[src/rtl/demux_1_n_stream.sv]
// demux_1_n_stream: 1:N valid/ready stream demux, addressed or round-robin, one holding register per channel
module demux_1_n_stream #(
  parameter int WIDTH = 16,
  parameter int N_OUT = 4,
  parameter int SEL_W = 2,
  parameter int CNT_W = 8
) (
  input  logic                   clk,
  input  logic                   rst_n,
  input  logic [WIDTH-1:0]       in_data,
  input  logic [SEL_W-1:0]       in_sel,
  input  logic                   in_valid,
  output logic                   in_ready,
  input  logic                   mode,
  output logic [N_OUT*WIDTH-1:0] out_data,
  output logic [N_OUT-1:0]       out_valid,
  input  logic [N_OUT-1:0]       out_ready,
  output logic [SEL_W-1:0]       rr_ptr,
  output logic [CNT_W-1:0]       drop_cnt
);
  localparam logic [SEL_W:0]   N_LIM = (SEL_W+1)'(N_OUT);
  localparam logic [SEL_W-1:0] LAST  = SEL_W'(N_OUT - 1);
  logic [SEL_W-1:0]     tgt;
  logic [2**SEL_W-1:0]  free;
  logic                 hit, accept, drop;
  // free is padded to the full select range so any tgt indexes it safely
  always_comb begin
    free = '0;
    for (int i = 0; i < N_OUT; i++) free[i] = ~out_valid[i] | out_ready[i];
  end
  assign tgt      = mode ? rr_ptr : in_sel;
  assign hit      = {1'b0, tgt} < N_LIM;
  assign in_ready = hit ? free[tgt] : 1'b1;
  assign accept   = in_valid & in_ready & hit;
  assign drop     = in_valid & ~hit;
  // a refill takes priority over a drain, so a same-cycle drain+accept keeps valid high
  always_ff @(posedge clk or negedge rst_n)
    if (!rst_n) begin
      out_valid <= '0;
      out_data  <= '0;
      rr_ptr    <= '0;
      drop_cnt  <= '0;
    end else begin
      for (int i = 0; i < N_OUT; i++)
        if (accept && tgt == SEL_W'(i)) begin
          out_valid[i]                <= 1'b1;
          out_data[i*WIDTH +: WIDTH]  <= in_data;
        end else if (out_ready[i]) begin
          out_valid[i]                <= 1'b0;
          out_data[i*WIDTH +: WIDTH]  <= '0;
        end
      if (accept && mode) rr_ptr <= (rr_ptr == LAST) ? '0 : rr_ptr + SEL_W'(1);
      if (drop && drop_cnt != '1) drop_cnt <= drop_cnt + CNT_W'(1);
    end
endmodule

[config.mk]
export PLATFORM = sky130hd
export DESIGN_NAME = demux_1_n_stream
export DESIGN_NICKNAME = d
export VERILOG_FILES = /design/src/rtl/demux_1_n_stream.sv
export SDC_FILE = /design/constraint.sdc
export NUM_CORES = 1
export LEC_CHECK = 0
export CORE_ASPECT_RATIO = 0.6
export CORE_UTILIZATION = 45
export DETAILED_ROUTE_END_ITERATION = 10
export PLACE_DENSITY = 0.78
export SLEW_MARGIN = 10
export SYNTH_ARGS = -nofsm -noshare
export SYNTH_HDL_FRONTEND = slang
export SYNTH_SLANG_ARGS = --single-unit
[constraint.sdc]
create_clock -name clk -period 2.4 [get_ports clk]
set_input_delay 0.36 -clock clk [delete_from_list [all_inputs] [get_ports clk]]
set_output_delay 0.36 -clock clk [all_outputs]
set_load 0.05 [all_outputs]
==> results by group <==
Worst setup path
  – Nature of the critical path endpoint: output port
  – Reg2Reg Launch Point: rr_ptr[0]$_DFFE_PN0P_
  – CP Launch Type: primary input
  – Reg2reg path depth: 5
  – Arrival time at the worst endpoint: 1.94 ns
  – Worst reg-to-reg setup slack: 0.53 ns
  – Critical Path Start: mode
  – Req. time, crit path: 2.04 ns
  – Crit path max fanout: 4
  – Worst R2R End: rr_ptr[0]$_DFFE_PN0P_
  – CP Class: in -> out
  – Setup crit end: in_ready

Drt
  – Routed vias: 2,550
  – Pre-Repair DR Iteration Count: 4
  – Total wire length: 8.18 mm
  – Routed len/inst: 15.7 um
  – Vias per cell: 4.90
  – Detail Route Antenna Nets: 0
  – DRC viols: 0
  – Number of DRC markers in iteration 0: 141

STA
  – Max_slew headroom: 63.5%
  – Setup-failing EPs final: 0
  – Unrepaired setup endpoints after global routing: false
  – Slew Limit Fails: 0
  – Hold Fails Final Rpt: 0
  – F_max: 0.436 GHz
  – Slew @ Worst Pin: 0.546 ns
  – Setup TNS: 0 ns
  – Final period util: 95.7%
  – Worst Skew: 0.00715 ns
  – Final min period: 2.30 ns
  – WHS: 0.526 ns

Run status
  – Outcome: finished clean

Logic synthesis
  – Post-synth top area cell: dfrtp_1
  – Synthesized flop and latch total: 70
  – Seq/Total Area, Yosys: 56.4%
  – Post-Synthesis Cell Area: 3110 um^2
  – Synth Area in XOR/XNOR: 0%
  – Ys flop type: dfrtp_1
  – Number of enable flip-flop cells after synthesis: 0
  – Compound-Gate Fraction of Synth Area: 11.3%
  – Commonest cells in the netlist: 70 x dfrtp_1, 70 x nand2_1, 68 x nand2b_1
  – Simple-Gate Fraction of Synth Area: 25.1%
  – Post-Syn Area per Cell: 9.53 um^2
  – Yosys Warn Count: 0
  – Largest family of logic cells by synthesized area: simple AND/OR/NAND/NOR gates
  – Ys async rst share: 100%
  – Yosys top cell area share: 56.4%
  – Area share of fa/ha/maj cells after synthesis: 0.403%
  – Post-synthesis cell type count: 26
  – Cell count after synthesis: 326
  – Synth area leaders: dfrtp_1 56%, nand2b_1 14%, o21ai_0 10%
  – Portion of netlist area occupied by mux cells: 1.81%

Layout
  – Final net count: 455
  – Ant. Diodes: 0
  – Syn-to-layout area delta: 46.5%
  – Fraction of final layout cells sized beyond drive strength 1: 8.31%
  – Fill count: 536

Floorplan
  – Io pins: 105
  – Core Region: 6680 um^2
  – Die W: 109 um
  – DIE AREA: 7250 um^2
  – Die Y-Extent: 66.4 um
  – Num rows: 23
  – Starting density of the core: 46.6%

Place
  – GPL Wtd Cong: 0.906
  – Hpwl dp: 5.84 mm
  – Port Buffers: 96

Global routing
  – Vias in the first global route: 2,467
  – Met2 global-route usage: 32.8%
  – Gr usage total: 24.6%
  – Largest net degree at the start of global routing: 34
  – Met1 usage: 38.1%
  – First-pass GRT wire length: 13.0 mm
  – Grt peak-use layer: met1
  – Overflow after GRT: 0
  – Initial antenna violation count: 0
  – Global Route met3 Usage: 8.08%

Power
  – Tot Pwr: 0.00476 W
  – Worst vdd ir: 0.431 mV
  – LEAKAGE: 1.93 nW
  – Power Density: 1050 nW/um^2

Clocking
  – H-tree depth: 3
  – TritonCTS clock tree: done
  – Cts bufs inserted: 9
  – Clk buf depth: 2
  – Worst-path clk slew: 0.05 ns
  – CTS resizes: 0
  – Worst skew pair latency: 0.32 ns
  – Clock sink total: 70
  – Clock Tree Root: clkbuf_16

Worst hold path
  – HP Class: in -> async

Job
  – Max-cap check violation count: 0
-- state kept, by name, summed over array words and instances, names as in the netlist --
signal	flops
out_valid	4
out_data	64
rr_ptr	2
-- what timing repair did --
item,CTS,global route
endpoints found under the hold margin,15,0
hold buffers,1,0
setup buffers,0,0
setup endpoints to repair,0,0
-- per-layer routing --
layer  share of wire, %  up-vias  wire (um)
met4               0.27        0         22
met5                  0        -          0
li1                   -     1246          -
met1                 49     1203       4030
met2                 40       97       3300
met3                 10        4        822
-- final cells by class --
cell class | count | area (um^2) | share of cell area (%)
Multi-Input combinational cell | 231 | 1230 | 27.0
Timing Repair Buffer | 111 | 1090 | 24.0
Clock buffer | 13 | 260 | 5.72
Clock inverter | 3 | 90.1 | 1.98
Inverter | 5 | 18.8 | 0.412
Sequential cell | 70 | 1750 | 38.5
Tap cell | 87 | 109 | 2.39
-- metrics by stage --
stage                     cell area (um^2)  cells  worst slack [ns]  util, %
after floorplan                       3130    333             0.178        -
after global placement                4190    503             0.145     62.8
after detailed placement              4190    503            0.0893     62.8
after CTS                             4550    520             0.118     68.2
after global routing                  4550    520            0.0568     68.2
final                                 4550    520             0.104     68.2
-- power breakdown --
group          internal [W]  leakage [nW]  switching [W]
clock network       0.00107         0.170       0.000476
registers           0.00138         0.946       0.000141
logic              0.000558         0.812        0.00113
total               0.00301          1.93        0.00175
-- cell usage in the layout (no fill, tap or decap) --
cell type        Yosys  layout
dlygate4sd3_1        0       1
a21oi_1              1       1
nand4_1              1       1
o21ai_1              2       3
mux2i_2              1       1
conb_1               1       8
mux2i_1              2       2
and4b_1              1       1
nor2_1               1       1
o21ai_0             64      63
mux2_1               1       1
mux2_2               1       1
nand2b_1            68      68
buf_4                8      13
clkbuf_8             0       2
nor3b_1              2       2
inv_1                5       5
dfrtp_1             70      70
nand2_1             70      70
and4b_2              2       2
clkbuf_16            0       9
o311ai_0             1       1
and4_2               1       1
or4_1                1       1
clkbuf_1            16       2
a31oi_1              1       1
bufinv_16            0       3
ha_1                 1       1
buf_2                3       1
clkdlybuf4s50_1      0      94
buf_12               0       2
and4bb_4             1       1
-- cells by family (layout without fill, tap and decap cells) --
family                     after synthesis  count (layout)
buffers and inverters                   32             132
AOI/OAI and AO/OA                       69              69
and+or+nand+nor                        148             148
adders and majority gates                1               1
DFF                                     70              70
muxes                                    5               5
other                                    1               8
-- critical path, cell delays in order --
cell	delay (ns)
clkdlybuf4s50_1	0.50
mux2i_2	0.34
mux2_2	0.40
nand2_1	0.06
o21ai_1	0.07
buf_4	0.21
-- worst min path at each step --
stage | from | end | cells past startpoint
detailed placement | rst_n | out_data[0]$_DFFE_PN0P_ | 1
CTS | rst_n | out_data[0]$_DFFE_PN0P_ | 2
floorplan | rst_n | out_data[0]$_DFFE_PN0P_ | 0
global route | rst_n | out_data[0]$_DFFE_PN0P_ | 2
global placement | rst_n | out_data[0]$_DFFE_PN0P_ | 1
finish | rst_n | out_data[1]$_DFFE_PN0P_ | 2
No activity file was read; power rests on OpenSTA's default activity.
